--- src/rtl/uart_param_core.sv ---
// UART TX/RX engine with shared acquisition-tick divider, configurable frame format,
// show-ahead TX/RX FIFOs and per-entry RX error tags, presented as valid/ready streams.
//
// TX state | meaning                       RX state | meaning
// TX_IDLE  | line idle, may hold a byte    RX_IDLE  | waiting for falling edge
// TX_START | driving start bit             RX_START | checking start bit
// TX_DATA  | shifting data LSB first       RX_DATA  | sampling data bits
// TX_PAR   | driving parity bit            RX_PAR   | sampling parity bit
// TX_STOP1 | first stop bit                RX_STOP  | sampling stop bit, write FIFO
// TX_STOP2 | second stop bit               RX_WAITH | after break, wait for line high
module uart_param_core #(
   parameter int DATA_W     = 8,
   parameter int FIFO_DEPTH = 16,
   parameter int ACQ_W      = 16
) (
   input  logic                          clk,
   input  logic                          rst,
   input  logic [ACQ_W-1:0]              cfg_acq_period_i,
   input  logic [3:0]                    cfg_acq_per_bit_i,
   input  logic                          cfg_parity_en_i,
   input  logic                          cfg_parity_odd_i,
   input  logic                          cfg_stop2_i,
   input  logic                          cfg_loopback_i,
   input  logic                          clr_i,
   input  logic [DATA_W-1:0]             tx_data_i,
   input  logic                          tx_valid_i,
   output logic                          tx_ready_o,
   output logic [$clog2(FIFO_DEPTH):0]   tx_level_o,
   output logic                          tx_busy_o,
   output logic [DATA_W-1:0]             rx_data_o,
   output logic                          rx_parity_err_o,
   output logic                          rx_frame_err_o,
   output logic                          rx_valid_o,
   input  logic                          rx_ready_i,
   output logic [$clog2(FIFO_DEPTH):0]   rx_level_o,
   output logic                          rx_overrun_o,
   output logic                          rx_break_o,
   input  logic                          rx_i,
   output logic                          tx_o
);

   localparam int AW = $clog2(FIFO_DEPTH);
   localparam logic [AW:0]       CNT_FULL = (AW+1)'(FIFO_DEPTH);
   localparam logic [AW:0]       CNT_ONE  = (AW+1)'(1);
   localparam logic [AW-1:0]     PTR_ONE  = AW'(1);
   localparam logic [ACQ_W-1:0]  ACQ_ONE  = ACQ_W'(1);
   localparam logic [3:0]        BMAX     = 4'(DATA_W-1);

   typedef enum logic [2:0] {TX_IDLE, TX_START, TX_DATA, TX_PAR, TX_STOP1, TX_STOP2} tx_st_t;
   typedef enum logic [2:0] {RX_IDLE, RX_START, RX_DATA, RX_PAR, RX_STOP, RX_WAITH} rx_st_t;

   // acquisition tick and per-bit tick count
   logic [ACQ_W-1:0] r_acq_cnt, w_acq_last;
   logic             w_tick;
   logic [3:0]       w_n, w_nm1, w_half;

   assign w_acq_last = (cfg_acq_period_i == '0) ? '0 : cfg_acq_period_i - ACQ_ONE;
   assign w_tick     = (r_acq_cnt >= w_acq_last);
   assign w_n        = (cfg_acq_per_bit_i < 4'd4) ? 4'd4 : cfg_acq_per_bit_i;
   assign w_nm1      = w_n - 4'd1;
   assign w_half     = {1'b0, w_n[3:1]};

   always_ff @(posedge clk) begin
      if (rst || w_tick) r_acq_cnt <= '0;
      else               r_acq_cnt <= r_acq_cnt + ACQ_ONE;
   end

   // TX FIFO
   logic [DATA_W-1:0] r_txf_mem [FIFO_DEPTH];
   logic [AW-1:0]     r_txf_wp, r_txf_rp;
   logic [AW:0]       r_txf_cnt;
   logic              w_txf_full, w_txf_empty, w_txf_wr, w_tx_pop;
   logic [DATA_W-1:0] w_txf_head;

   assign w_txf_full  = (r_txf_cnt == CNT_FULL);
   assign w_txf_empty = (r_txf_cnt == '0);
   assign w_txf_wr    = tx_valid_i && (!w_txf_full || w_tx_pop);
   assign w_txf_head  = r_txf_mem[r_txf_rp];
   assign tx_ready_o  = !w_txf_full;
   assign tx_level_o  = r_txf_cnt;

   always_ff @(posedge clk) begin
      if (w_txf_wr) r_txf_mem[r_txf_wp] <= tx_data_i;
   end

   always_ff @(posedge clk) begin
      if (rst || clr_i) begin
         r_txf_wp  <= '0;
         r_txf_rp  <= '0;
         r_txf_cnt <= '0;
      end else begin
         if (w_txf_wr) r_txf_wp <= r_txf_wp + PTR_ONE;
         if (w_tx_pop) r_txf_rp <= r_txf_rp + PTR_ONE;
         case ({w_txf_wr, w_tx_pop})
            2'b10:   r_txf_cnt <= r_txf_cnt + CNT_ONE;
            2'b01:   r_txf_cnt <= r_txf_cnt - CNT_ONE;
            default: r_txf_cnt <= r_txf_cnt;
         endcase
      end
   end

   // TX engine
   tx_st_t            r_tx_st, w_tx_nxt;
   logic              r_tx_have, r_tx_par, r_tx_par_en, r_tx_stop2, r_tx_o, r_tx_line;
   logic [3:0]        r_tx_tcnt, r_tx_bcnt, r_tx_nm1;
   logic [DATA_W-1:0] r_tx_sh;
   logic              w_tx_bit_end, w_tx_last_end, w_tx_line;

   assign w_tx_bit_end  = w_tick && (r_tx_tcnt == r_tx_nm1);
   assign w_tx_last_end = w_tx_bit_end &&
                          ((r_tx_st == TX_STOP1 && !r_tx_stop2) || r_tx_st == TX_STOP2);

   always_ff @(posedge clk) begin
      if (rst || clr_i) r_tx_st <= TX_IDLE;
      else              r_tx_st <= w_tx_nxt;
   end

   always_comb begin
      w_tx_nxt = r_tx_st;
      case (r_tx_st)
         TX_IDLE:  if (r_tx_have && w_tick) w_tx_nxt = TX_START;
         TX_START: if (w_tx_bit_end) w_tx_nxt = TX_DATA;
         TX_DATA:  if (w_tx_bit_end && r_tx_bcnt == BMAX)
                      w_tx_nxt = r_tx_par_en ? TX_PAR : TX_STOP1;
         TX_PAR:   if (w_tx_bit_end) w_tx_nxt = TX_STOP1;
         TX_STOP1: if (w_tx_bit_end)
                      w_tx_nxt = r_tx_stop2 ? TX_STOP2 : (w_txf_empty ? TX_IDLE : TX_START);
         TX_STOP2: if (w_tx_bit_end) w_tx_nxt = w_txf_empty ? TX_IDLE : TX_START;
         default:  w_tx_nxt = TX_IDLE;
      endcase
   end

   always_comb begin
      w_tx_pop  = !w_txf_empty && ((r_tx_st == TX_IDLE && !r_tx_have) || w_tx_last_end);
      tx_busy_o = (r_tx_st != TX_IDLE);
      case (r_tx_st)
         TX_START: w_tx_line = 1'b0;
         TX_DATA:  w_tx_line = r_tx_sh[0];
         TX_PAR:   w_tx_line = r_tx_par;
         default:  w_tx_line = 1'b1;
      endcase
   end

   always_ff @(posedge clk) begin
      if (rst || clr_i) begin
         r_tx_have   <= 1'b0;
         r_tx_tcnt   <= '0;
         r_tx_bcnt   <= '0;
         r_tx_sh     <= '0;
         r_tx_par    <= 1'b0;
         r_tx_par_en <= 1'b0;
         r_tx_stop2  <= 1'b0;
         r_tx_nm1    <= 4'd3;
         r_tx_o      <= 1'b1;
         r_tx_line   <= 1'b1;
      end else begin
         r_tx_line <= w_tx_line;
         r_tx_o    <= cfg_loopback_i | w_tx_line;
         if (w_tx_pop) begin
            r_tx_sh     <= w_txf_head;
            r_tx_par    <= (^w_txf_head) ^ cfg_parity_odd_i;
            r_tx_par_en <= cfg_parity_en_i;
            r_tx_stop2  <= cfg_stop2_i;
            r_tx_nm1    <= w_nm1;
         end else if (r_tx_st == TX_DATA && w_tx_bit_end) begin
            r_tx_sh <= r_tx_sh >> 1;
         end
         if (w_tx_pop && r_tx_st == TX_IDLE) r_tx_have <= 1'b1;
         else if (w_tx_nxt != TX_IDLE)       r_tx_have <= 1'b0;
         if (r_tx_st == TX_IDLE) r_tx_tcnt <= '0;
         else if (w_tick)        r_tx_tcnt <= (r_tx_tcnt == r_tx_nm1) ? 4'd0 : r_tx_tcnt + 4'd1;
         if (r_tx_st != TX_DATA)  r_tx_bcnt <= '0;
         else if (w_tx_bit_end)   r_tx_bcnt <= r_tx_bcnt + 4'd1;
      end
   end

   assign tx_o = r_tx_o;

   // RX input synchroniser; third flop only provides the edge reference
   logic w_rx_src, r_rx_s1, r_rx_s2, r_rx_d, w_rx_fall;

   assign w_rx_src  = cfg_loopback_i ? r_tx_line : rx_i;
   assign w_rx_fall = r_rx_d & ~r_rx_s2;

   always_ff @(posedge clk) begin
      if (rst) begin
         r_rx_s1 <= 1'b1;
         r_rx_s2 <= 1'b1;
         r_rx_d  <= 1'b1;
      end else begin
         r_rx_s1 <= w_rx_src;
         r_rx_s2 <= r_rx_s1;
         r_rx_d  <= r_rx_s2;
      end
   end

   // RX engine
   rx_st_t            r_rx_st, w_rx_nxt;
   logic [3:0]        r_rx_tcnt, r_rx_bcnt, r_rx_nm1, r_rx_half;
   logic [DATA_W-1:0] r_rx_sh;
   logic              r_rx_par_en, r_rx_odd, r_rx_par_s, r_rx_break;
   logic              w_rx_samp, w_rx_bit_end, w_rx_is_brk, w_rx_par_err;
   logic              w_rx_push, w_rx_brk_evt;

   assign w_rx_samp    = w_tick && (r_rx_tcnt == r_rx_half);
   assign w_rx_bit_end = w_tick && (r_rx_tcnt == r_rx_nm1);
   assign w_rx_is_brk  = !r_rx_s2 && (r_rx_sh == '0) && (!r_rx_par_en || !r_rx_par_s);
   assign w_rx_par_err = r_rx_par_en & ((^r_rx_sh) ^ r_rx_odd ^ r_rx_par_s);

   always_ff @(posedge clk) begin
      if (rst || clr_i) r_rx_st <= RX_IDLE;
      else              r_rx_st <= w_rx_nxt;
   end

   always_comb begin
      w_rx_nxt = r_rx_st;
      case (r_rx_st)
         RX_IDLE:  if (w_rx_fall) w_rx_nxt = RX_START;
         RX_START: if (w_rx_samp && r_rx_s2) w_rx_nxt = RX_IDLE;
                   else if (w_rx_bit_end)    w_rx_nxt = RX_DATA;
         RX_DATA:  if (w_rx_bit_end && r_rx_bcnt == BMAX)
                      w_rx_nxt = r_rx_par_en ? RX_PAR : RX_STOP;
         RX_PAR:   if (w_rx_bit_end) w_rx_nxt = RX_STOP;
         RX_STOP:  if (w_rx_samp) w_rx_nxt = w_rx_is_brk ? RX_WAITH : RX_IDLE;
         RX_WAITH: if (r_rx_s2) w_rx_nxt = RX_IDLE;
         default:  w_rx_nxt = RX_IDLE;
      endcase
   end

   always_comb begin
      w_rx_push    = (r_rx_st == RX_STOP) && w_rx_samp && !w_rx_is_brk;
      w_rx_brk_evt = (r_rx_st == RX_STOP) && w_rx_samp && w_rx_is_brk;
   end

   always_ff @(posedge clk) begin
      if (rst || clr_i) begin
         r_rx_tcnt   <= '0;
         r_rx_bcnt   <= '0;
         r_rx_sh     <= '0;
         r_rx_nm1    <= 4'd3;
         r_rx_half   <= 4'd2;
         r_rx_par_en <= 1'b0;
         r_rx_odd    <= 1'b0;
         r_rx_par_s  <= 1'b0;
         r_rx_break  <= 1'b0;
      end else begin
         r_rx_break <= w_rx_brk_evt;
         if (r_rx_st == RX_IDLE && w_rx_fall) begin
            r_rx_nm1    <= w_nm1;
            r_rx_half   <= w_half;
            r_rx_par_en <= cfg_parity_en_i;
            r_rx_odd    <= cfg_parity_odd_i;
         end
         if (r_rx_st == RX_IDLE || r_rx_st == RX_WAITH) r_rx_tcnt <= '0;
         else if (w_tick) r_rx_tcnt <= (r_rx_tcnt == r_rx_nm1) ? 4'd0 : r_rx_tcnt + 4'd1;
         if (r_rx_st == RX_DATA) begin
            if (w_rx_samp)    r_rx_sh   <= {r_rx_s2, r_rx_sh[DATA_W-1:1]};
            if (w_rx_bit_end) r_rx_bcnt <= r_rx_bcnt + 4'd1;
         end else begin
            r_rx_bcnt <= '0;
         end
         if (r_rx_st == RX_PAR && w_rx_samp) r_rx_par_s <= r_rx_s2;
      end
   end

   assign rx_break_o = r_rx_break;

   // RX FIFO: entry = {frame_err, parity_err, data}
   logic [DATA_W+1:0] r_rxf_mem [FIFO_DEPTH];
   logic [AW-1:0]     r_rxf_wp, r_rxf_rp;
   logic [AW:0]       r_rxf_cnt;
   logic              r_rx_ovr, w_rxf_full, w_rxf_empty, w_rxf_wr, w_rxf_rd;
   logic [DATA_W+1:0] w_rxf_head;

   assign w_rxf_full  = (r_rxf_cnt == CNT_FULL);
   assign w_rxf_empty = (r_rxf_cnt == '0);
   assign w_rxf_rd    = rx_ready_i && !w_rxf_empty;
   assign w_rxf_wr    = w_rx_push && (!w_rxf_full || w_rxf_rd);
   assign w_rxf_head  = r_rxf_mem[r_rxf_rp];

   always_ff @(posedge clk) begin
      if (w_rxf_wr) r_rxf_mem[r_rxf_wp] <= {!r_rx_s2, w_rx_par_err, r_rx_sh};
   end

   always_ff @(posedge clk) begin
      if (rst || clr_i) begin
         r_rxf_wp  <= '0;
         r_rxf_rp  <= '0;
         r_rxf_cnt <= '0;
         r_rx_ovr  <= 1'b0;
      end else begin
         if (w_rxf_wr) r_rxf_wp <= r_rxf_wp + PTR_ONE;
         if (w_rxf_rd) r_rxf_rp <= r_rxf_rp + PTR_ONE;
         case ({w_rxf_wr, w_rxf_rd})
            2'b10:   r_rxf_cnt <= r_rxf_cnt + CNT_ONE;
            2'b01:   r_rxf_cnt <= r_rxf_cnt - CNT_ONE;
            default: r_rxf_cnt <= r_rxf_cnt;
         endcase
         if (w_rx_push && w_rxf_full && !w_rxf_rd) r_rx_ovr <= 1'b1;
      end
   end

   assign rx_data_o       = w_rxf_head[DATA_W-1:0];
   assign rx_parity_err_o = w_rxf_head[DATA_W];
   assign rx_frame_err_o  = w_rxf_head[DATA_W+1];
   assign rx_valid_o      = !w_rxf_empty;
   assign rx_level_o      = r_rxf_cnt;
   assign rx_overrun_o    = r_rx_ovr;

endmodule

--- config.mk ---
export PLATFORM = sky130hd
export DESIGN_NAME = uart_param_core
export DESIGN_NICKNAME = d
export VERILOG_FILES = /design/src/rtl/uart_param_core.sv
export SDC_FILE = /design/constraint.sdc
export NUM_CORES = 1
export LEC_CHECK = 0
export CAP_MARGIN = 40
export CORE_ASPECT_RATIO = 0.8
export CORE_MARGIN = 1
export CORE_UTILIZATION = 40
export CTS_CLUSTER_DIAMETER = 30
export DETAILED_ROUTE_END_ITERATION = 6
export PLACE_DENSITY = 0.52
export SYNTH_ARGS = -nofsm -noshare
export SYNTH_HDL_FRONTEND = slang
export SYNTH_SLANG_ARGS = --single-unit
export TNS_END_PERCENT = 50
--- constraint.sdc ---
create_clock -name clk -period 10.3 [get_ports clk]
set_input_delay 2.06 -clock clk [delete_from_list [all_inputs] [get_ports clk]]
set_output_delay 2.06 -clock clk [all_outputs]
set_load 0.02 [all_outputs]
# Yosys cells after proc, flatten, opt, wreduce, memory -nomap -nowiden
# Memories as Yosys holds them, arrays and structs flattened. A register that Yosys moved wholly into a read port is not among the register bits.
# Cells that the tools add are included.
# classes
div_mod_pow	0
n_bitwise	8
n_eq_ne	28
addsub	15
muxes	40
order_cmp	2
reduce_logical	64
n_mul	0
n_shift	0
# ops
operator	n
$mux 3	17
$pmux 3 s6	2
$add 4x1->4 const B	8
$mux 4	7
$logic_and 1x1->1	25
$pmux 5 s2	2
$add 16x1->16 const B	1
$ge 16x16->1	1
$logic_not 16->1	1
$mux 16	1
$mux 8	2
$reduce_xor 8->1	2
$sub 16x1->16 const B	1
$eq 3x2->1 const B	4
$eq 3x3->1 const B	4
$logic_not 1->1	11
$add 5x1->5 const B	2
$eq 5x5->1 const B	2
$logic_not 5->1	2
$ne 2x2->1 const B	5
$sub 5x1->5 const B	2
$eq 4x3->1 const B	2
$eq 4x4->1	2
$logic_not 8->1	1
other kinds (21)	50
# word_totals
wordCells	191
n_memories	2
reg_bits	105
output_inout_bits	26
latch_bits	0
ram_bits	288
in_bits	38
rom_bits	0
# memory_table
name	words	width	read_ports	rd_clocked_by_memory_dff	write_ports	line	text
r_rxf_mem	16	10	1	1	1	269	logic [DATA_W+1:0] r_rxf_mem [FIFO_DEPTH];
r_txf_mem	16	8	1	1	1	69	logic [DATA_W-1:0] r_txf_mem [FIFO_DEPTH];

# Logic depth before layout (Yosys ltp)
# Gate-level depths: netlist of run 1.
# depth
ltp_word	11
depth_mapped	25

# Least setup slack after synthesis of run 1
# Ideal clock, no wire load.
# synth_path
path_kind	input to register
from	input cfg_acq_period_i[6]
to	register r_txf_cnt[4], in the netlist tx_level_o[4]
t_arrival_ns	6.760
path_slack_ns	3.406
n_path_buf	4
t_required_ns	10.166
stages	25
setup_time_ns	0.134
path_cell_list	or4_1 -> nor3_1 -> and4_1 -> clkbuf_1 -> nand2_1 -> clkbuf_1 -> nand2_1 -> ha_1 -> a21o_1 -> a21o_1 -> a21oi_1 -> o21ai_1 -> o2111ai_2 -> nand2_1 -> nand2b_1 -> clkbuf_1 -> buf_2 -> nor2_1 -> fa_1 -> a21o_1 -> a21o_1 -> and2_1 -> nor3b_1 -> a21oi_1 -> a21oi_1
# synth_between
elab_chain_cells	11
word_cells_on_any_way	14
classes_between	1 x add/sub; 1 x order compare; 2 x eq/ne; 2 x mux; 8 x reduce/logical
# synth_lines
item	line	text
from (decl)	18	input logic [ACQ_W-1:0] cfg_acq_period_i,
$sub 16x1->16 or $logic_not 16->1 (tied branches)	57	assign w_acq_last = (cfg_acq_period_i == '0) ? '0 : cfg_acq_period_i - ACQ_ONE;
$mux 16 *	57	
$ge 16x16->1 *	58	assign w_tick = (r_acq_cnt >= w_acq_last);
$logic_and 1x1->1 *	109	assign w_tx_bit_end = w_tick && (r_tx_tcnt == r_tx_nm1);
$logic_and 1x1->1 *	110	assign w_tx_last_end = w_tx_bit_end &&
$logic_or 1x1->1 *	134	w_tx_pop = !w_txf_empty && ((r_tx_st == TX_IDLE && !r_tx_have) || w_tx_last_end);
$logic_and 1x1->1 *	134	
$logic_or 1x1->1	77	assign w_txf_wr = tx_valid_i && (!w_txf_full || w_tx_pop);
$logic_and 1x1->1	77	
$eq 2x1->1 or $eq 2x2->1 (tied branches)	94	case ({w_txf_wr, w_tx_pop})
$pmux 5 s2 or $reduce_bool 2->1 (tied branches)	-	
to (signal assigned)	95	2'b10: r_txf_cnt <= r_txf_cnt + CNT_ONE;
to (signal assigned)	96	2'b01: r_txf_cnt <= r_txf_cnt - CNT_ONE;
to (signal assigned)	97	default: r_txf_cnt <= r_txf_cnt;
to (decl)	71	logic [AW:0] r_txf_cnt;
# Mark *: on every way between the ends. The rest lies on a longest branch, timed or not.
# A chain may end at the register's enable or synchronous reset.

# Final worst setup path of run 1
# Same ends and word-level chain as after synthesis.

==> key figures, run 1 <==
Synth
  • Total nets after synthesis: 1,234
  • Post-synth EDFFs: 288
  • Count of different cell masters after synthesis: 68
  • Post-synthesis simple-gate area fraction: 9.15%
  • Yosys warns: 0
  • Seq cells post-synth: 401
  • Ys async rst share: 0%
  • Xor and xnor area share after synthesis: 4.09%
  • Sequential cell area fraction in the yosys report: 63.8%
  • Adder-cell share of the synthesized area: under 10%
  • Mux share of post-synthesis cell area: 12.7%
  • Largest family of logic cells by synthesized area: multiplexers
  • Top FF cell, synth: edfxtp_1
  • Cells after Synth: 1,150
  • Complex-gate fraction of the synthesized area: 4.76%
  • Avg Inst Size Synth: 14.9 sq um
  • Mapped Area: 17,100 sq um

Finish
  • P&R area growth vs syn: 26.0%
  • Commonest non-fill, non-tap cell in the layout: edfxtp_1
  • Post-route cell area: approximately 22,000 sq um
  • Layout cells sized above 1: 19.9%
  • Nets: 1,375
  • Core Util, Final: 51.3%
  • Highest-count cells in the layout ignoring fill and taps: 288 x edfxtp_1, 110 x dfxtp_1, 107 x nor2_1, 88 x clkbuf_16, 87 x nand2_1

GRT
  • Initial antenna violation count: 0
  • Number of global-route vias before repair: 10,007
  • Global route total overflow: 0
  • M3 GR Usage: 4.36%
  • GRT Total Usage: 18.3%
  • Met2 Usage GRT: 25.0%
  • GRT Max-Usage Layer: met1
  • First-pass GRT wire length: 60.0 mm
  • Largest net degree at the start of global routing: 66
  • Grt met1 use: 28.2%

Job
  • Max-Cap Viols: 0

Route
  • Post-route DRC: 0
  • DRT iter0 DRCs: 753
  • Pre-antenna DRT Iters: 5
  • Routed WL: 38.5 mm
  • Via Count: 9,915
  • Avg WL per Cell: 20.1 um
  • Via density: 5.18
  • ANT nets after route: 0

Floorplanning
  • Std-Cell Rows: 67
  • Die Span Y: 187 um
  • Die area: between 40,000 and 50,000 sq um
  • Initial Utilization: 40.7%
  • IO Count: 64
  • Die W: 233 um
  • Core box area: 42,000 sq um

STA
  • Fin Setup TNS: 0 ns
  • Final-report hold violation count: 0
  • Setup-failing EPs final: 0
  • RSZ-0062 raised after global routing: false
  • Slew headroom: 41.3%
  • Max Slew Vio Count: 0
  • Clock Skews: ~0.021 ns
  • Post-layout min period: 7.47 ns
  • Fin crit share: 72.5%
  • Fmax: 134 MHz
  • Worst-margin pin slew: roughly 0.88 ns

Critical path
  • Critical path launch point type: primary input
  • Worst path cell trace: clkdlybuf4s50_1 > or4_1 > nor3_1 > and4_1 > nand2_1 > nand2_1 > ha_1 > a21o_1 > a21o_1 > a21oi_1 > o21ai_1 > o2111ai_2 > nand2_1 > nand2b_1 > nor2_1 > fa_1 > a21o_1 > a21o_1 > and2_1 > nor3b_1 > a21oi_1 > a21oi_1
  • Setup crit end kind: flip-flop
  • Worst setup path class: in2reg
  • CP peak stage delay: 0.62 ns
  • Required @ worst endpoint: 10.75 ns
  • CP max FO: 19
  • Slowest-stage cell, CP: or4_1
  • Most frequent cell on the critical path: a21o_1
  • Crit path DAT: 7.92 ns

Clocking
  • # resized after CTS: 0
  • Num CTS Buffers: 87
  • Post-CTS setup buffers: 0
  • CTS root buf: clkbuf_16
  • CTS tree: built
  • Hold buffers post-CTS: 0
  • Maximum clock path buffer count: 3
  • Clock transition at the registers of the reported paths: 0.04 ns
  • Clock sink count: 401
  • Htree depth: 3
  • Clock latency on the worst-skew pair: 0.61 ns

Placed design
  • DP HPWL: 24.8 mm
  • Gpl congestion: 0.801
  • Port bufs: 63
  • Placed inst area: roughly 19,000 sq um

Pwr
  • PwrDens: ~220 nW/um^2
  • Peak VDD IR: 0.000189 V
  • Leakage: 7.76 nW
  • Total power: 4.75 mW

Hold path
  • Class of the most critical hold timing path: reg2reg

Status
  • Run status: finished clean
==> logic make-up after synthesis <==
| kind of cell | Yosys count |
|---|---|
| AOI/OAI and AO/OA | 117 |
| adders and majority gates | 46 |
| DFF | 401 |
| and+or+nand+nor | 329 |
| buffers and inverters | 76 |
| muxes | 102 |
| xor gates and xnor gates | 79 |
==> metal layers <==
layer  vias to the layer above  share of wire [%]  wire length (um)
met5                         -                  0                 0
met4                         0                2.1               821
met3                        70                5.5              2110
met2                       250                 42             16000
met1                      4901                 51             19600
li1                       4694                  -                 -
==> worst max-delay path, delay by kind of cell <==
kind,cells,cell delay [ns]
compound gates,9,1.66
fa+ha+maj,2,0.71
buf+inv,1,0.49
simple gates,10,2.99
==> sequential cells by signal, indices dropped and copies added, names as in the netlist, 5 cells and up, named ones only <==
register	flops
tx_level_o	5
rx_level_o	5
r_tx_sh	8
r_acq_cnt	16
r_rx_sh	8
r_rxf_mem	160
r_txf_mem	128
==> report_power, final <==
| group | switching [mW] | total, mW | internal, mW |
|---|---|---|---|
| logic | 0.0998 | 0.179 | 0.0793 |
| registers | 0.00960 | 1.74 | 1.74 |
| clock network | 0.907 | 2.83 | 1.92 |
| total | 1.02 | 4.75 | 3.74 |
==> final timing paths <==
kind                            cells after the start           startpoint             to  slack [ns]
worst min-delay path                                1              r_rx_s1        r_rx_s2        0.42
worst max-delay path                               22  cfg_acq_period_i[6]  tx_level_o[4]        2.83
worst max register to register                     17         r_acq_cnt[0]  tx_level_o[4]        6.00
worst min register to register                      1              r_rx_s1        r_rx_s2        0.42
==> synthesized netlist by cell type, drive strengths merged, types with 12 or more instances <==
master  number  share of area, %
a21o        13              0.57
a21oi       45               1.4
a22oi       15              0.66
buf         20              0.76
clkbuf      29              0.64
dfxtp      113                13
edfxtp     288                51
ha          44               3.2
inv         27              0.59
mux2i       15              0.88
mux4        86                12
nand2       88               2.0
nand3       27              0.79
nand4       14              0.51
nor2       108               2.4
nor2b       12              0.44
nor3        21              0.61
o21ai       12              0.37
xnor2       37               1.9
xor2        42               2.2
==> per-stage QoR <==
stage	hold WS [ns]	worst slack, ns	std cells
3_5_place_dp	0.404	2.26	1754
4_1_cts	0.418	2.90	1913
3_3_place_gp	0.397	2.41	1734
2_1_floorplan	0.389	3.41	1150
6_report	0.416	2.83	1915
5_1_grt	0.443	2.38	1913
==> cell type report <==
class | instances | area (sq um)
sequential | 401 | 10900
tap | 552 | 691
multi-input combinational | 673 | 5850
clock buffer | 105 | 2300
fill | 3475 | 20500
clock inverter | 54 | 723
inverter | 27 | 101
timing repair buffer | 101 | 962
antenna | 2 | 5.00
No activity file was read; power rests on OpenSTA's default activity.
==> run 2: changes to the inputs <==
==> constraint.sdc (replaced) <==
create_clock -name clk -period 7.8 [get_ports clk]
set_input_delay 1.56 -clock clk [delete_from_list [all_inputs] [get_ports clk]]
set_output_delay 1.56 -clock clk [all_outputs]
set_load 0.02 [all_outputs]
==> key figures, run 2 (same netlist as run 1, synthesis figures left out) <==
Status
  • Run status: finished clean (unchanged)

STA
  • Slew headroom: 42.1% (was 41.3%)
  • Post-layout min period: 6.32 ns
  • Worst-margin pin slew: 0.861 ns (was 0.878 ns)
  • Setup-failing EPs final: 0 (unchanged)
  • Final-report hold violation count: 0 (unchanged)
  • Fin Setup TNS: 0 ns (unchanged)
  • Max Slew Vio Count: 0 (unchanged)
  • Fin crit share: 81.0%
  • RSZ-0062 raised after global routing: false (unchanged)
  • Clock Skews: 0.0275 ns (was 0.0210 ns)
  • Fmax: 158 MHz

Route
  • Routed WL: 38.4 mm (was 38.5 mm)
  • DRT iter0 DRCs: 578 (was 753)
  • Pre-antenna DRT Iters: 5 (unchanged)
  • Post-route DRC: 0 (unchanged)
  • Via density: 5.19 (was 5.18)
  • Avg WL per Cell: 20.1 um (about the same)
  • ANT nets after route: 0 (unchanged)
  • Via Count: 9,919 (was 9,915)

Finish
  • Antenna Cells: 0 (was 2)
  • Max FFs per register: 160 (unchanged)
  • Top reg by flops: r_rxf_mem (unchanged)
  • Layout cells sized above 1: 19.9% (about the same)
  • Post-route cell area: 21,400 sq um (was 21,500 sq um)
  • Fill cell count: 3,530 (was 3,475)
  • Biggest regs: r_rxf_mem: 160 flops, r_txf_mem: 128 flops, r_acq_cnt: 16 flops (unchanged)
  • Commonest non-fill, non-tap cell in the layout: edfxtp_1 (unchanged)
  • Nets: 1,375 (unchanged)
  • Highest-count cells in the layout ignoring fill and taps: 288 x edfxtp_1, 110 x dfxtp_1, 107 x nor2_1, 87 x nand2_1, 81 x clkbuf_16 (was 288 x edfxtp_1, 110 x dfxtp_1, 107 x nor2_1, 88 x clkbuf_16, 87 x nand2_1)
  • P&R area growth vs syn: 25.2% (was 26.0%)

GRT
  • Initial antenna violation count: 0 (unchanged)
  • Number of global-route vias before repair: 9,929 (was 10,007)
  • Global route total overflow: 0 (unchanged)
  • GRT Total Usage: 18.3% (about the same)
  • First-pass GRT wire length: 59.7 mm (was 60.0 mm)
  • Largest net degree at the start of global routing: 66 (unchanged)

Floorplanning
  • Core box area: 42,000 sq um (unchanged)
  • Std-Cell Rows: 67 (unchanged)
  • Die W: 233 um (unchanged)
  • Die area: 43,600 sq um (unchanged)
  • IO Count: 64 (unchanged)
  • Initial Utilization: 40.7% (unchanged)
  • Die Span Y: 187 um (unchanged)

Clocking
  • CTS tree: built (unchanged)
  • Clock sink count: 401 (unchanged)
  • Clock transition at the registers of the reported paths: 0.05 ns (was 0.04 ns)
  • Maximum clock path buffer count: 3 (unchanged)
  • Post-CTS setup buffers: 0 (unchanged)
  • Num CTS Buffers: 81 (was 87)
  • CTS root buf: clkbuf_16 (unchanged)
  • Clock latency on the worst-skew pair: 0.61 ns (about the same)
  • # resized after CTS: 0 (unchanged)
  • Htree depth: 3 (unchanged)
  • Hold buffers post-CTS: 0 (unchanged)

Job
  • Max-Cap Viols: 0 (unchanged)

Placed design
  • Gpl congestion: 0.757 (was 0.801)
  • Placed inst area: 18,500 sq um (about the same)
  • DP HPWL: 24.3 mm (was 24.8 mm)
  • Port bufs: 63 (unchanged)

Critical path
  • Worst setup path class: in2reg (unchanged)
  • Setup crit end kind: flip-flop (unchanged)
  • Worst path cell trace: clkdlybuf4s50_1 > or4_1 > nor3_1 > and4_1 > nand2_1 > nand2b_1 > ha_1 > nor2b_1 > o211ai_1 > a31o_1 > a211oi_2 > o21ai_2 > o31ai_2 > inv_1 > ha_1 > nor2b_1 > o21ai_0 > nand2b_1 > and2_1 > a2bb2oi_1 > xor2_1 > nor2_1 (was clkdlybuf4s50_1 > or4_1 > nor3_1 > and4_1 > nand2_1 > nand2_1 > ha_1 > a21o_1 > a21o_1 > a21oi_1 > o21ai_1 > o2111ai_2 > nand2_1 > nand2b_1 > nor2_1 > fa_1 > a21o_1 > a21o_1 > and2_1 > nor3b_1 > a21oi_1 > a21oi_1)
  • Critical path launch point type: primary input (unchanged)
  • CP peak stage delay: 0.61 ns (was 0.62 ns)
  • CP max FO: 11 (was 19)
  • Slowest-stage cell, CP: or4_1 (unchanged)
  • Crit path DAT: 6.76 ns (was 7.92 ns)
  • Worst path top cell family by delay: simple AND/OR/NAND/NOR gates (unchanged)
  • Required @ worst endpoint: 8.24 ns (was 10.75 ns)
  • WP buf/inv: 2 (was 1)

Hold path
  • Class of the most critical hold timing path: reg2reg (unchanged)

Pwr
  • Leakage: 7.72 nW (was 7.76 nW)
  • PwrDens: 285 nW/um^2 (was 221 nW/um^2)
  • Peak VDD IR: 0.000176 V (was 0.000189 V)
-- run 2: cell count changes in the layout (fill, tap and decap cells not counted), moves of 2 or more --
cell and delta:
diode_2 -2, inv_16 -2, clkbuf_1 -6, clkinv_8 +4, buf_4 +12, buf_6 -7, clkinv_1 +3, clkinv_4 -3
clkinv_2 +3, clkinvlp_4 -2, clkbuf_16 -7
-- run 2: worst reg2reg max path: stages (launching register included) --
cell,delay (ns)
dfxtp_1,0.38
inv_1,0.07
ha_1,0.26
and3_1,0.14
o21ai_1,0.06
a31o_1,0.23
a211oi_2,0.41
o21ai_2,0.22
o31ai_2,0.43
inv_1,0.15
ha_1,0.34
nor2b_1,0.14
o21ai_0,0.15
nand2b_1,0.10
and2_1,0.16
a2bb2oi_1,0.17
xor2_1,0.15
nor2_1,0.05
-- run 2: per-layer routing --
layer	GRT usage (%)	part of all wire (%)	wire length, um	vias to the layer above
li1	-	-	-	4691
met2	24.4	41	15900	196
met5	0	0	0	-
met4	4.88	1.6	627	0
met1	28.8	52	19900	4977
met3	4.95	5.3	2040	55
-- run 2: path summary, 6_finish.rpt --
path / slack (ns) / startpoint / endpoint / cells past startpoint
setup / recovery: 1.48 / cfg_acq_period_i[6] / rx_level_o[4] / 22
hold / removal: 0.41 / r_rx_s1 / r_rx_s2 / 1
setup reg to reg: 4.06 / r_acq_cnt[0] / rx_level_o[4] / 17
hold reg to reg: 0.41 / r_rx_s1 / r_rx_s2 / 1
-- run 2: power by group --
group | internal [mW] | switching [mW] | total (mW)
registers | 2.29 | 0.0124 | 2.30
logic | 0.107 | 0.134 | 0.241
clock network | 2.38 | 1.17 | 3.55
total | 4.78 | 1.31 | 6.10
-- run 2: area by class of cell --
cell class                 count  area [sq um]  share of cell area (%)
sequential                   401         10900                    51.0
multi-input combinational    673          5850                    27.3
clock buffer                  92          2100                    9.80
timing repair buffer         107           988                    4.62
clock inverter                59           772                    3.61
tap                          552           691                    3.23
inverter                      27           101                   0.473
-- run 2: through the flow --
stage	std cells	worst slack (ns)	total power, mW	utilization [%]	hold slack (ns)
2_1_floorplan	1150	1.41	2.50	-	0.389
3_3_place_gp	1758	0.990	2.58	44.0	0.401
3_5_place_dp	1760	0.874	2.59	44.1	0.406
4_1_cts	1911	1.50	6.16	51.0	0.416
5_1_grt	1911	0.972	6.31	51.0	0.419
6_report	1911	1.48	6.10	51.0	0.412
==> run 3: changes to the inputs <==
==> constraint.sdc (replaced) <==
create_clock -name clk -period 5.9 [get_ports clk]
set_input_delay 1.18 -clock clk [delete_from_list [all_inputs] [get_ports clk]]
set_output_delay 1.18 -clock clk [all_outputs]
set_load 0.02 [all_outputs]
==> key figures, run 3 (same netlist as run 1, synthesis figures left out) <==
Hold path
  • WHS Path Cells: 1 (unchanged)
  • Class of the most critical hold timing path: reg2reg (unchanged)
  • Hold Path End: r_rx_s1 (was r_rx_s2)
  • Hold Startpoint: r_tx_line (was r_rx_s1)

Critical path
  • Setup crit end kind: flip-flop (unchanged)
  • CP max FO: 4 (was 11)
  • RR Endpoint: tx_level_o[4] (was rx_level_o[4])
  • Required @ worst endpoint: 6.35 ns (was 8.24 ns)
  • Worst r2r path cells: 17 (unchanged)
  • Crit Reg-Reg Startpoint: r_acq_cnt[0] (unchanged)
  • Critical path launch point type: primary input (unchanged)
  • R2R Setup Slk: 2.48 ns (was 4.06 ns)
  • Worst setup path class: in2reg (unchanged)
  • Crit path DAT: 5.86 ns (was 6.76 ns)

STA
  • Clock Skews: 0.0352 ns (was 0.0275 ns)
  • Max Slew Vio Count: 0 (unchanged)
  • RSZ-0062 raised after global routing: false (unchanged)
  • Min Hold Slack: 0.437 ns (was 0.412 ns)
  • Setup-failing EPs final: 0 (unchanged)
  • Fmax: 185 MHz
  • Final-report hold violation count: 0 (unchanged)
  • Post-layout min period: 5.41 ns
  • Slew headroom: 40.1% (was 42.1%)
  • Fin crit share: 91.8%
  • Worst-margin pin slew: 0.890 ns (was 0.861 ns)

Pwr
  • PwrDens: 361 nW/um^2 (was 285 nW/um^2)
  • Internal power: 6.04 mW (was 4.78 mW)
  • Leakage: 7.73 nW (was 7.72 nW)
  • Switching Share: 22.4% (was 21.5%)
  • Register share of total power: 39.1% (was 37.8%)
  • Peak VDD IR: 0.000213 V (was 0.000176 V)
  • Logic pwr share: 4.2% (was 4.0%)
  • Clock power frac: 56.7% (was 58.3%)
  • Switching power: 1.75 mW (was 1.31 mW)

GRT
  • Global route total overflow: 0 (unchanged)
  • GRT Total Usage: 18.2% (was 18.3%)
  • Number of global-route vias before repair: 10,094 (was 9,929)
  • Initial antenna violation count: 0 (unchanged)
  • First-pass GRT wire length: 60.0 mm (was 59.7 mm)
  • Largest net degree at the start of global routing: 50 (was 66)

Clocking
  • CTS tree: built (unchanged)
  • Num CTS Buffers: 80 (was 81)
  • CTS root buf: clkbuf_16 (unchanged)
  • Htree depth: 3 (unchanged)
  • Clock latency on the worst-skew pair: 0.62 ns (was 0.61 ns)
  • Hold buffers post-CTS: 0 (unchanged)
  • Clock transition at the registers of the reported paths: 0.05 ns (about the same)
  • # resized after CTS: 0 (unchanged)
  • Clock sink count: 401 (unchanged)
  • Post-CTS setup buffers: 0 (unchanged)
  • Maximum clock path buffer count: 3 (unchanged)

Finish
  • Max FFs per register: 160 (unchanged)
  • Highest-count cells in the layout ignoring fill and taps: 288 x edfxtp_1, 110 x dfxtp_1, 107 x nor2_1, 87 x nand2_1, 80 x clkbuf_16 (was 288 x edfxtp_1, 110 x dfxtp_1, 107 x nor2_1, 87 x nand2_1, 81 x clkbuf_16)
  • Antenna Cells: 0 (unchanged)
  • P&R area growth vs syn: 26.1% (was 25.2%)
  • Commonest non-fill, non-tap cell in the layout: edfxtp_1 (unchanged)
  • Nets: 1,409 (was 1,375)
  • Biggest regs: r_rxf_mem: 160 flops, r_txf_mem: 128 flops, r_acq_cnt: 16 flops (unchanged)
  • Top reg by flops: r_rxf_mem (unchanged)
  • Post-route insts no fill: 1,940 (was 1,911)
  • Fill cell count: 3,471 (was 3,530)
  • Layout cells sized above 1: 21.5% (was 19.9%)

Status
  • Run status: finished clean (unchanged)

Floorplanning
  • Initial Utilization: 40.7% (unchanged)
  • Die W: 233 um (unchanged)
  • Die Span Y: 187 um (unchanged)
  • Core box area: 42,000 sq um (unchanged)
  • Std-Cell Rows: 67 (unchanged)
  • Die area: 43,600 sq um (unchanged)
  • IO Count: 64 (unchanged)

Placed design
  • Gpl congestion: 0.797 (was 0.757)
  • Post-Place Cells: 1,795 (was 1,760)
  • Port bufs: 63 (unchanged)
  • DP HPWL: 24.7 mm (was 24.3 mm)

Job
  • Max-Cap Viols: 0 (unchanged)

Route
  • Avg WL per Cell: 19.6 um (was 20.1 um)
  • Via density: 5.19 (about the same)
  • Routed WL: 38.0 mm (was 38.4 mm)
  • Post-route DRC: 0 (unchanged)
  • Pre-antenna DRT Iters: 7 (was 5)
  • DRT iter0 DRCs: 705 (was 578)
  • Via Count: 10,075 (was 9,919)
  • ANT nets after route: 0 (unchanged)
## run 3: final cells by class
cell class | count | area [sq um] | area share [%]
well taps | 552 | 691 | 3.20
multi-input cells | 673 | 5850 | 27.1
flip-flops and latches | 401 | 10900 | 50.6
inverters | 27 | 101 | 0.470
clock inverters | 52 | 619 | 2.87
repair buffers | 142 | 1320 | 6.12
clock buffers | 93 | 2070 | 9.60
## run 3: how the worst max path moves through the flow
stage	from	end	slack [ns]	depth (start not counted)
6_report	cfg_acq_period_i[6]	tx_level_o[4]	0.49	20
5_1_grt	cfg_acq_period_i[6]	tx_level_o[4]	0.12	22
4_1_cts	cfg_acq_period_i[6]	tx_level_o[4]	0.49	22
3_5_place_dp	cfg_acq_period_i[6]	tx_level_o[4]	-0.13	22
3_3_place_gp	cfg_acq_period_i[6]	tx_level_o[4]	-0.07	20
2_1_floorplan	cfg_acq_period_i[6]	tx_level_o[4]	0.005	25
## run 3: worst max-delay path: stages
cell and delay, ns:
clkdlybuf4s50_1 0.42, or4_1 0.58, or4_1 0.51, or3_1 0.34, nor3_1 0.14, a21oi_1 0.06
ha_1 0.29, nand4_1 0.15, a211oi_2 0.36, o2111ai_2 0.17, nand2_1 0.12, nand2b_1 0.08
nor2_1 0.25, ha_1 0.31, a21o_1 0.18, a21o_1 0.19, and2_1 0.18, nor3b_1 0.14
a21oi_1 0.12, a21oi_1 0.07
## run 3: power groups by stage
stage | Clock [mW] | Combinational (mW) | Sequential, mW
after floorplan | 0 | 0.214 | 3.09
after global placement | 0 | 0.328 | 3.10
after detailed placement | 0 | 0.328 | 3.10
after CTS | 4.51 | 0.330 | 3.04
after global routing | 4.65 | 0.359 | 3.04
final | 4.42 | 0.326 | 3.04
## run 3: metrics by stage
stage                     TNS, ns  setup slack (ns)  util, %  total power, mW  area [sq um]
final                           0             0.485     51.3             7.79         21600
after global routing            0             0.124     51.3             8.05         21600
after global placement     -0.123           -0.0672     44.8             3.42         18800
after floorplan                 0           0.00465        -             3.31         17100
after CTS                       0             0.495     51.3             7.88         21600
after detailed placement   -0.195            -0.128     44.9             3.42         18900
## run 3: routing by layer
metal	GRT usage (%)	vias to the layer above	share of wire (%)
li1	-	4762	-
met1	28.3	5021	50
met2	24.6	228	42
met3	4.83	64	5.6
met4	5.56	0	1.9
met5	0	-	0
